## src/rtl/video_raster_tracker_pkg.sv

```systemverilog
// Shared constants and types for the raster tracker: fvht bit positions,
// lock state encoding and default 1080p geometry.
package video_raster_tracker_pkg;

  localparam int FVHT_F = 3;
  localparam int FVHT_V = 2;
  localparam int FVHT_H = 1;
  localparam int FVHT_T = 0;

  localparam int DEF_H_ACTIVE = 1920;
  localparam int DEF_V_ACTIVE = 1080;
  localparam int DEF_CW       = 12;
  localparam int DEF_LOCK_FRM = 2;

  typedef enum logic [1:0] {
    UNLOCKED = 2'd0,
    ACQUIRE  = 2'd1,
    LOCKED   = 2'd2
  } raster_state_t;

endpackage

```

## src/rtl/video_raster_tracker_if.sv

```systemverilog
// Video in/out bundle of the raster tracker; slave side is the tracker itself.
interface video_raster_tracker_if #(
  parameter int CW = 12
);
  logic          cen_i;
  logic [3:0]    fvht_i;
  logic [19:0]   vdat_i;
  logic          err_clr_i;
  logic [3:0]    fvht_o;
  logic [19:0]   vdat_o;
  logic [CW-1:0] hcount_o;
  logic [CW-1:0] vcount_o;
  logic          active_o;
  logic          chroma_cr_o;
  logic          sol_o;
  logic          sof_o;
  logic          locked_o;
  logic          err_o;

  modport master (
    output cen_i, fvht_i, vdat_i, err_clr_i,
    input  fvht_o, vdat_o, hcount_o, vcount_o, active_o, chroma_cr_o,
           sol_o, sof_o, locked_o, err_o
  );

  modport slave (
    input  cen_i, fvht_i, vdat_i, err_clr_i,
    output fvht_o, vdat_o, hcount_o, vcount_o, active_o, chroma_cr_o,
           sol_o, sof_o, locked_o, err_o
  );
endinterface

```

## src/rtl/video_raster_tracker_fvht_edge_detect.sv

```systemverilog
// Previous-sample registers for v/h blanking flags and their rise/fall strobes.
module video_raster_tracker_fvht_edge_detect (
  input  logic clk_i,
  input  logic rst_i,
  input  logic cen_i,
  input  logic v_i,
  input  logic h_i,
  output logic v_rise_o,
  output logic v_fall_o,
  output logic h_rise_o,
  output logic h_fall_o
);
  logic v_prev, h_prev;

  // Clearing to 0 means a reset taken mid-line never fakes a falling edge.
  always_ff @(posedge clk_i) begin
    if (rst_i) begin
      v_prev <= 1'b0;
      h_prev <= 1'b0;
    end else if (cen_i) begin
      v_prev <= v_i;
      h_prev <= h_i;
    end
  end

  assign v_rise_o = ~v_prev & v_i;
  assign v_fall_o = v_prev & ~v_i;
  assign h_rise_o = ~h_prev & h_i;
  assign h_fall_o = h_prev & ~h_i;
endmodule

```

## src/rtl/video_raster_tracker.sv

```systemverilog
// Decodes fvht timing into registered raster coordinates aligned with a 1-clk
// delayed copy of the video, and checks line/frame geometry for lock and errors.
module video_raster_tracker
  import video_raster_tracker_pkg::*;
#(
  parameter int H_ACTIVE = DEF_H_ACTIVE,
  parameter int V_ACTIVE = DEF_V_ACTIVE,
  parameter int CW       = DEF_CW,
  parameter int LOCK_FRM = DEF_LOCK_FRM
) (
  input logic                   clk_i,
  input logic                   rst_i,
  video_raster_tracker_if.slave vif
);
  localparam int CCW = $clog2(LOCK_FRM + 1);

  function automatic logic [CW-1:0] sat_inc(input logic [CW-1:0] x);
    return (&x) ? x : x + 1'b1;
  endfunction

  logic v_rise, v_fall, h_rise, h_fall;
  logic v_in, h_in;

  assign v_in = vif.fvht_i[FVHT_V];
  assign h_in = vif.fvht_i[FVHT_H];

  video_raster_tracker_fvht_edge_detect u_edge (
    .clk_i    (clk_i),
    .rst_i    (rst_i),
    .cen_i    (vif.cen_i),
    .v_i      (v_in),
    .h_i      (h_in),
    .v_rise_o (v_rise),
    .v_fall_o (v_fall),
    .h_rise_o (h_rise),
    .h_fall_o (h_fall)
  );

  // tracking state
  logic          in_frame_q, in_frame_d;
  logic          first_line_q, first_line_d;
  logic [CW-1:0] line_idx_q, line_idx_d;
  logic [CW-1:0] sample_cnt_q, sample_cnt_d;
  logic          frame_err_q, frame_err_d;
  raster_state_t state_q, state_d;
  logic [CCW-1:0] clean_cnt_q, clean_cnt_d;

  // output registers
  logic [3:0]    fvht_q;
  logic [19:0]   vdat_q;
  logic [CW-1:0] hcount_q, vcount_q;
  logic          active_q, sol_q, sof_q, err_q;

  logic          active, sol, line_err, frame_bad, frame_end, geo_err;
  logic [CW-1:0] cur_sample;
  logic [CW:0]   lines_seen;

  always_comb begin
    in_frame_d   = in_frame_q;
    first_line_d = first_line_q;
    line_idx_d   = line_idx_q;
    sample_cnt_d = sample_cnt_q;
    frame_err_d  = frame_err_q;
    cur_sample   = sample_cnt_q;
    line_err     = 1'b0;
    frame_bad    = 1'b0;
    frame_end    = 1'b0;
    sol          = 1'b0;
    lines_seen   = first_line_q ? '0 : {1'b0, line_idx_q} + 1'b1;

    // Geometry checks close out the line/frame that was open before this sample.
    if (h_rise && in_frame_q && !first_line_q && sample_cnt_q != CW'(H_ACTIVE))
      line_err = 1'b1;
    if (v_rise && in_frame_q) begin
      frame_end = 1'b1;
      frame_bad = (lines_seen != (CW+1)'(V_ACTIVE));
    end

    if (v_fall) begin
      in_frame_d   = 1'b1;
      line_idx_d   = '0;
      first_line_d = 1'b1;
      frame_err_d  = 1'b0;
    end
    if (v_rise)
      in_frame_d = 1'b0;
    if (line_err)
      frame_err_d = 1'b1;

    // The v edge is applied first, so a line can open on the same sample.
    if (h_fall && in_frame_d && !v_in) begin
      cur_sample = '0;
      sol        = 1'b1;
      if (first_line_d) first_line_d = 1'b0;
      else              line_idx_d   = sat_inc(line_idx_d);
    end

    active = ~h_in & ~v_in & in_frame_d & ~first_line_d;
    if (active)
      sample_cnt_d = sat_inc(cur_sample);
    sol     = sol & active;
    geo_err = line_err | frame_bad;
  end

  always_comb begin
    state_d     = state_q;
    clean_cnt_d = clean_cnt_q;
    unique case (state_q)
      UNLOCKED: if (v_fall) begin
        state_d     = ACQUIRE;
        clean_cnt_d = '0;
      end
      ACQUIRE: begin
        if (geo_err)
          clean_cnt_d = '0;
        else if (frame_end && !frame_err_q) begin
          if (clean_cnt_q + 1'b1 == CCW'(LOCK_FRM)) begin
            state_d     = LOCKED;
            clean_cnt_d = '0;
          end else begin
            clean_cnt_d = clean_cnt_q + 1'b1;
          end
        end
      end
      LOCKED:  if (geo_err) state_d = UNLOCKED;
      default: state_d = UNLOCKED;
    endcase
  end

  always_ff @(posedge clk_i) begin
    if (rst_i) begin
      state_q     <= UNLOCKED;
      clean_cnt_q <= '0;
    end else if (vif.cen_i) begin
      state_q     <= state_d;
      clean_cnt_q <= clean_cnt_d;
    end
  end

  always_ff @(posedge clk_i) begin
    if (rst_i) begin
      in_frame_q   <= 1'b0;
      first_line_q <= 1'b0;
      line_idx_q   <= '0;
      sample_cnt_q <= '0;
      frame_err_q  <= 1'b0;
      fvht_q       <= '0;
      vdat_q       <= '0;
      hcount_q     <= '0;
      vcount_q     <= '0;
      active_q     <= 1'b0;
      sol_q        <= 1'b0;
      sof_q        <= 1'b0;
      err_q        <= 1'b0;
    end else if (vif.cen_i) begin
      in_frame_q   <= in_frame_d;
      first_line_q <= first_line_d;
      line_idx_q   <= line_idx_d;
      sample_cnt_q <= sample_cnt_d;
      frame_err_q  <= frame_err_d;
      fvht_q       <= vif.fvht_i;
      vdat_q       <= vif.vdat_i;
      hcount_q     <= active ? cur_sample : '0;
      vcount_q     <= active ? line_idx_d : '0;
      active_q     <= active;
      sol_q        <= sol;
      sof_q        <= sol && (line_idx_d == '0);
      err_q        <= geo_err | (err_q & ~vif.err_clr_i);
    end
  end

  assign vif.fvht_o      = fvht_q;
  assign vif.vdat_o      = vdat_q;
  assign vif.hcount_o    = hcount_q;
  assign vif.vcount_o    = vcount_q;
  assign vif.active_o    = active_q;
  assign vif.chroma_cr_o = hcount_q[0];
  assign vif.sol_o       = sol_q;
  assign vif.sof_o       = sof_q;
  assign vif.locked_o    = (state_q == LOCKED);
  assign vif.err_o       = err_q;
endmodule

```

## src/flat_wrapper.sv

```systemverilog
// flat-port wrapper written by rule: the top's interface ports become plain ports
module video_raster_tracker_flat import video_raster_tracker_pkg::*;
#(
  parameter int H_ACTIVE = DEF_H_ACTIVE,
  parameter int V_ACTIVE = DEF_V_ACTIVE,
  parameter int CW       = DEF_CW,
  parameter int LOCK_FRM = DEF_LOCK_FRM
)
  (clk_i, rst_i, vif_cen_i, vif_fvht_i, vif_vdat_i, vif_err_clr_i, vif_fvht_o, vif_vdat_o, vif_hcount_o, vif_vcount_o, vif_active_o, vif_chroma_cr_o, vif_sol_o, vif_sof_o, vif_locked_o, vif_err_o);
  video_raster_tracker_if #(.CW(CW)) vif_i ();
  input logic clk_i;
  input logic rst_i;
  input wire logic [$bits(vif_i.cen_i)-1:0] vif_cen_i;
  input wire logic [$bits(vif_i.fvht_i)-1:0] vif_fvht_i;
  input wire logic [$bits(vif_i.vdat_i)-1:0] vif_vdat_i;
  input wire logic [$bits(vif_i.err_clr_i)-1:0] vif_err_clr_i;
  output wire logic [$bits(vif_i.fvht_o)-1:0] vif_fvht_o;
  output wire logic [$bits(vif_i.vdat_o)-1:0] vif_vdat_o;
  output wire logic [$bits(vif_i.hcount_o)-1:0] vif_hcount_o;
  output wire logic [$bits(vif_i.vcount_o)-1:0] vif_vcount_o;
  output wire logic [$bits(vif_i.active_o)-1:0] vif_active_o;
  output wire logic [$bits(vif_i.chroma_cr_o)-1:0] vif_chroma_cr_o;
  output wire logic [$bits(vif_i.sol_o)-1:0] vif_sol_o;
  output wire logic [$bits(vif_i.sof_o)-1:0] vif_sof_o;
  output wire logic [$bits(vif_i.locked_o)-1:0] vif_locked_o;
  output wire logic [$bits(vif_i.err_o)-1:0] vif_err_o;
  assign vif_i.cen_i = vif_cen_i;
  assign vif_i.fvht_i = vif_fvht_i;
  assign vif_i.vdat_i = vif_vdat_i;
  assign vif_i.err_clr_i = vif_err_clr_i;
  assign vif_fvht_o = vif_i.fvht_o;
  assign vif_vdat_o = vif_i.vdat_o;
  assign vif_hcount_o = vif_i.hcount_o;
  assign vif_vcount_o = vif_i.vcount_o;
  assign vif_active_o = vif_i.active_o;
  assign vif_chroma_cr_o = vif_i.chroma_cr_o;
  assign vif_sol_o = vif_i.sol_o;
  assign vif_sof_o = vif_i.sof_o;
  assign vif_locked_o = vif_i.locked_o;
  assign vif_err_o = vif_i.err_o;
  video_raster_tracker #(.H_ACTIVE(H_ACTIVE), .V_ACTIVE(V_ACTIVE), .CW(CW), .LOCK_FRM(LOCK_FRM)) u_core (.clk_i(clk_i), .rst_i(rst_i), .vif(vif_i));
endmodule
```

## config.mk

```make
export PLATFORM = sky130hd
export DESIGN_NAME = video_raster_tracker_flat
export DESIGN_NICKNAME = d
export VERILOG_FILES = /design/src/rtl/video_raster_tracker_pkg.sv /design/src/rtl/video_raster_tracker_if.sv /design/src/rtl/video_raster_tracker_fvht_edge_detect.sv /design/src/rtl/video_raster_tracker.sv /design/src/flat_wrapper.sv
export SDC_FILE = /design/constraint.sdc
export NUM_CORES = 1
export LEC_CHECK = 0
export ABC_AREA = 1
export CAP_MARGIN = 20
export CORE_MARGIN = 5
export CORE_UTILIZATION = 45
export CTS_CLUSTER_SIZE = 40
export DETAILED_ROUTE_END_ITERATION = 8
export PLACE_DENSITY = 0.79
export RECOVER_POWER = 100
export SLEW_MARGIN = 20
export SYNTH_ARGS = -nofsm -noshare
export SYNTH_HDL_FRONTEND = slang
export SYNTH_SLANG_ARGS = --single-unit
```

## constraint.sdc

```tcl
create_clock -name clk_i -period 2.85 [get_ports clk_i]
set_clock_uncertainty 0.2 [all_clocks]
set_input_delay 0.7125 -clock clk_i [delete_from_list [all_inputs] [get_ports clk_i]]
set_output_delay 0.7125 -clock clk_i [all_outputs]
set_load 0.01 [all_outputs]
```

* Word-level counts from Yosys, hierarchy flattened
Cells that the tools add are included.
Word-level totals: logic and storage cells 100, input bits 28, register bits after elaboration 85, output and inout bits 54
Operators by class: reductions and logical operators 21, multiplexer cells 30, eq/ne operators 11, bitwise operators 17, add/sub/neg operators 4
Operators with widths (count):
- $mux W12 | 8
- $add A12 B1 Y12 const B | 2
- $reduce_and A12 Y1 | 2
- $mux W2 | 9
- $add A12 B1 Y13 const B | 1
- $mux W13 | 1
- $ne A13 B11 Y1 const B | 1
- $logic_not A12 Y1 | 1
- $ne A12 B11 Y1 const B | 1
- $mux W1 | 10
- $and A1 B1 Y1 | 9
- $logic_and A1 B1 Y1 | 8
- $ne A2 B1 Y1 const B | 3
- $not A1 Y1 | 6
- $pmux W2 S3 | 1
- $reduce_and A6 Y1 | 1
- $eq A2 B2 Y1 const B | 2
- $ne A2 B2 Y1 const B | 2
- $pmux W2 S2 | 1
- $reduce_and A2 Y1 | 2
- $reduce_and A4 Y1 | 1
- $reduce_bool A2 Y1 | 2
- $logic_not A1 Y1 | 3
- $ne A3 B1 Y1 const B | 1
- other kinds (4) | 5

* Longest topological paths before layout
depth after elaboration 11, gate-level depth with buffers 16, depth with buffers taken out 16

* Modules after synthesis
A second synthesis with hierarchy kept.
Unflattened totals: cells, all modules 643, area, all modules 4264.1 µm²
Modules (own cells, without submodules):
- video_raster_tracker | seq. area each 1661.6 µm², cells each 624, times used 1, area an instance 4155.2 µm²
- video_raster_tracker_fvht_edge_detect | seq. area each 40.0 µm², cells each 19, times used 1, area an instance 108.9 µm²

* Worst setup path before layout
OpenSTA, ideal clock, no wires.
path kind input to register, from input port vif_fvht_i[2], to register u_core.sof_q, in the netlist u_core.vif.sof_o, arrival time 2.233 ns, path buffers 0, setup time 0.067 ns, setup slack 0.349 ns, data required time 2.583 ns, stages on the path 15, cell sequence nor2_4 > nor2_1 > ha_1 > inv_1 > a21oi_1 > nand2_1 > nor2_4 > nand2_4 > nand2_4 > nand2_1 > o21ai_2 > nand2_1 > nor2_1 > nand3_1 > a21oi_2
Between the ends: longest elaborated chain between the ends 11, elaborated cells between the ends (all ways) 24, classes of those cells add/sub: 1; mux: 9; bitwise: 8; reduce/logical: 6
Ends and longest elaborated chain:
- from (decl) | RTL line flat_wrapper.sv:14 | input wire logic [$bits(vif_i.fvht_i)-1:0] vif_fvht_i;
- parallel branches: the longest is 10 deep, another holds $add A12 B1 Y12
- $logic_and A1 B1 Y1 * | RTL line video_raster_tracker.sv:167 | sof_q <= sol && (line_idx_d == '0);
- to (signal assigned) | RTL line video_raster_tracker.sv:167
- to (decl) | RTL line video_raster_tracker.sv:52 | logic active_q, sol_q, sof_q, err_q;
Every way passes the cells marked *. A chain may end at the register's enable or synchronous reset.

* Worst setup path after layout
from input port vif_fvht_i[1], to register u_core.sample_cnt_q[7]
Between the ends: longest elaborated chain between the ends 8, elaborated cells between the ends (all ways) 14, classes of those cells add/sub: 1; mux: 3; bitwise: 6; reduce/logical: 4
Ends and longest elaborated chain:
- $not A1 Y1 * | RTL line video_raster_tracker_fvht_edge_detect.sv:29, video_raster_tracker.sv:98
- parallel branches: the longest is 7 deep, another holds $add A12 B1 Y12
- to (signal assigned) | RTL line video_raster_tracker.sv:159 | sample_cnt_q <= sample_cnt_d;
- to (decl) | RTL line video_raster_tracker.sv:43 | logic [CW-1:0] sample_cnt_q, sample_cnt_d;
Marked as above.

==> qor.txt <==
YOSYS
-------------------------------------------------------------------------------------------
Synth async-reset ratio                                                                  0%
Yosys cell types                                                                         40
Syn_nets                                                                                641
Post-Synthesis Mean Instance Area                                                 6.855 µm²
Sequential element share of the synthesized area                                     39.74%
Number of cells produced by synthesis                                                   610
Synth warn                                                                                0
Prevailing post-synth register cell                                                 dfxtp_1
Post-synth EDFFs                                                                          0
Area of the mapped netlist                                                         4182 µm²
Flip-flop and latch count after synthesis                                                83

FLOORPLANNING
-------------------------------------------------------------------------------------------
Floorplan die width                                                                106.4 µm
Ports                                                                                    82
Standard-cell rows                                                                       35
Area of the die                                                                   11320 µm²
Initial cell density of the core                                                     45.69%
Placeable core region                                                              9153 µm²
Y dimension of the die                                                             106.4 µm

WORST HOLD PATH
-------------------------------------------------------------------------------------------
Class of the tightest hold or removal check                                         reg2reg

TIMING
-------------------------------------------------------------------------------------------
F_max                                                                            0.3720 GHz
Final hold vios                                                                           0
Worst slack on hold paths                                                         0.2526 ns
Final period demand of the worst path                                              2.688 ns
Transition at the pin with the smallest max-transition slack                      0.7419 ns
Final worst-path setup slack                                                      0.1620 ns
Max Slew Vio Count                                                                        0
Period utilization                                                                   94.32%
Worst rel slew slack                                                                 50.54%
Final number of setup-violating endpoints                                                 0

CLOCKING
-------------------------------------------------------------------------------------------
Post-CTS Hold Buffers                                                                     0
Maximum number of buffers from clock root to sink                                         2
Clock network latency to the later pin of the worst-skew pair                       0.36 ns
Root Buffer                                                                        clkbuf_8
Number of buffers added by the clock tree synthesis step                                  9
Clock tree from TritonCTS                                                             built
Total clock sinks                                                                        83
# H-tree levels                                                                           3
Worst-path clk slew                                                                 0.09 ns

DETAILED ROUTING
-------------------------------------------------------------------------------------------
Vias after detailed routing                                                            4394
DRC Markers                                                                               0
Total length of routed met2 wires                                                   5501 µm
Number of optimization iterations in the first detailed-route pass                        5
Met1 wire length                                                                    5337 µm
Routed wl met3                                                                       876 µm
Total detailed-routing wirelength                                                  11890 µm
Average wire per cell in the routed design                                         13.76 µm
Top Metal Used                                                                         met4
Remaining antenna violation count                                                         0
Number of design-rule violations left by the first detailed-router iteration            213
Via density per instance                                                              5.086

FINAL LAYOUT
-------------------------------------------------------------------------------------------
Nets@finish                                                                             779
Area taken by multi-input logic gates                                              2061 µm²
Filler-free cell count of the finished design                                           864
Filler cell count                                                                       813
Commonest cells after routing, fill and taps aside                             nand2_1, nor2_1, dfxtp_1
Leading cell type in the layout, fill and taps excluded                             nand2_1
Post-route design area                                                             5732 µm²
Layout area overhead                                                                 37.07%
Antenna cells                                                                             0
Area of all sequential standard cells                                              1662 µm²
Fraction of final layout cells sized beyond drive strength 1                         16.33%

PLACEMENT
-------------------------------------------------------------------------------------------
Number of placed instances with taps included                                           842
Gp weighted congestion                                                               0.8951
Placed Area                                                                        5512 µm²
Post-Place Setup Slack                                                           -0.3477 ns
Count of buffers inserted at the top-level ports                                         81
Placed wire-length estimate                                                         8706 µm

OUTCOME
-------------------------------------------------------------------------------------------
Run status                                                                        completed

PWR
-------------------------------------------------------------------------------------------
Power per cell area                                                            434.5 nW/µm²
Total Power Consumption                                                            2.490 mW
Leakage dissipation                                                                2.554 nW
Highest ir drop seen on vdd                                                     0.0002895 V

GRT
-------------------------------------------------------------------------------------------
Initial antenna violation count                                                           0
Largest net degree at the start of global routing                                        42
Total track usage                                                                    21.33%
Remaining global-route overflow                                                           0
First-pass GRT wire length                                                         19830 µm
Number of global-route vias before repair                                              4310

SETUP PATH
-------------------------------------------------------------------------------------------
Required time worst endpoint                                                        2.89 ns
Type of destination of the critical path                                           register
Critical path type                                                                   in2reg
Crit Path Max Fanout                                                                     11
Type of element launching the critical path                                      input port
Critical path data arrival time                                                     2.73 ns

RUN
-------------------------------------------------------------------------------------------
Count of max-cap constraint violations                                                    0

==> power breakdown <==
part | internal, mW | leakage, nW | total (mW) | switching [mW]
clock network | 0.438 | 0.0971 | 0.903 | 0.465
logic | 0.160 | 1.78 | 0.348 | 0.188
registers | 1.20 | 0.678 | 1.24 | 0.0378
total | 1.80 | 2.55 | 2.49 | 0.690
==> timing repair <==
item,CTS,global route
setup buffers,0,6
resized for setup,0,4
setup endpoints to repair,0,16
==> per-stage QoR <==
stage,TNS [ns],utilization [%]
finish,0,62.62
global route,-0.01619,62.62
CTS,0,62.52
detailed placement,-7.113,60.22
global placement,-4.554,60.22
floorplan,0,-
==> flip-flops by register name, indices dropped and copies added (netlist names) <==
signal and count:
u_core.vif.vdat_o 20, u_core.line_idx_q 12, u_core.sample_cnt_q 12, u_core.vif.hcount_o 12, u_core.vif.vcount_o 12, u_core.vif.fvht_o 4, u_core.clean_cnt_q 2, u_core.state_q 2
u_core.first_line_q 1, u_core.frame_err_q 1, u_core.in_frame_q 1, u_core.vif.active_o 1, u_core.vif.err_o 1, u_core.vif.sof_o 1, u_core.vif.sol_o 1
==> Yosys cell counts, drive strengths merged, types with 4 or more instances <==
library cell	instances	share of area, %
a21oi	51	6.2
dfxtp	83	40
nor3	11	1.3
nand2	133	13
nand4	15	2.2
nor2	97	9.9
buf	12	2.2
nor3b	4	1.2
o211ai	5	1.2
inv	71	6.4
clkbuf	19	1.7
nand3	40	5.6
o21ai	54	6.6
==> path summary, 6_finish.rpt <==
kind	cells past startpoint	end	from	slack, ns
max	13	u_core.sample_cnt_q[7]	vif_fvht_i[1]	0.16
min	2	u_core.clean_cnt_q[1]	u_core.clean_cnt_q[1]	0.25
max reg2reg	15	u_core.vif.sof_o	u_core.line_idx_q[1]	0.29
min reg2reg	2	u_core.clean_cnt_q[1]	u_core.clean_cnt_q[1]	0.25
==> critical path, stage by stage <==
cell             delay [ns]
clkdlybuf4s50_1        0.47
nor2_1                 0.20
o211ai_4               0.15
nand2_1                0.09
inv_1                  0.05
ha_1                   0.22
nand3_2                0.14
nor2_2                 0.06
nand3_1                0.09
nand2_1                0.09
buf_12                 0.15
nor3_1                 0.24
nor3b_2                0.07
==> kinds of logic (layout without fill, tap and decap cells) <==
kind of cell             after synthesis  in the layout  synth area share [%]
buffers and inverters                102            245                 10.32
flip-flops                            83             83                 39.74
adder cells (fa/ha/maj)                3              3                0.8978
AO/OA/AOI/OAI                        116            116                 15.05
XOR/XNOR                               2              2                0.5986
AND/OR/NAND/NOR                      304            304                 33.39
==> per-layer routing <==
layer / vias to the layer above / track usage (%)
li1: 2242 / -
met1: 1988 / 27.34
met2: 146 / 34.57
met3: 18 / 5.586
met4: 0 / 7.678
met5: - / 0
==> cell type report <==
| type | count | share of cell area, % |
|---|---|---|
| repair buffers | 158 | 24.32 |
| inverters | 71 | 4.650 |
| clock inverters | 6 | 1.266 |
| clock buffers | 10 | 2.401 |
| flip-flops and latches | 83 | 28.99 |
| well taps | 111 | 2.423 |
| multi-input cells | 425 | 35.95 |
Power figures use the tool's default switching activity.
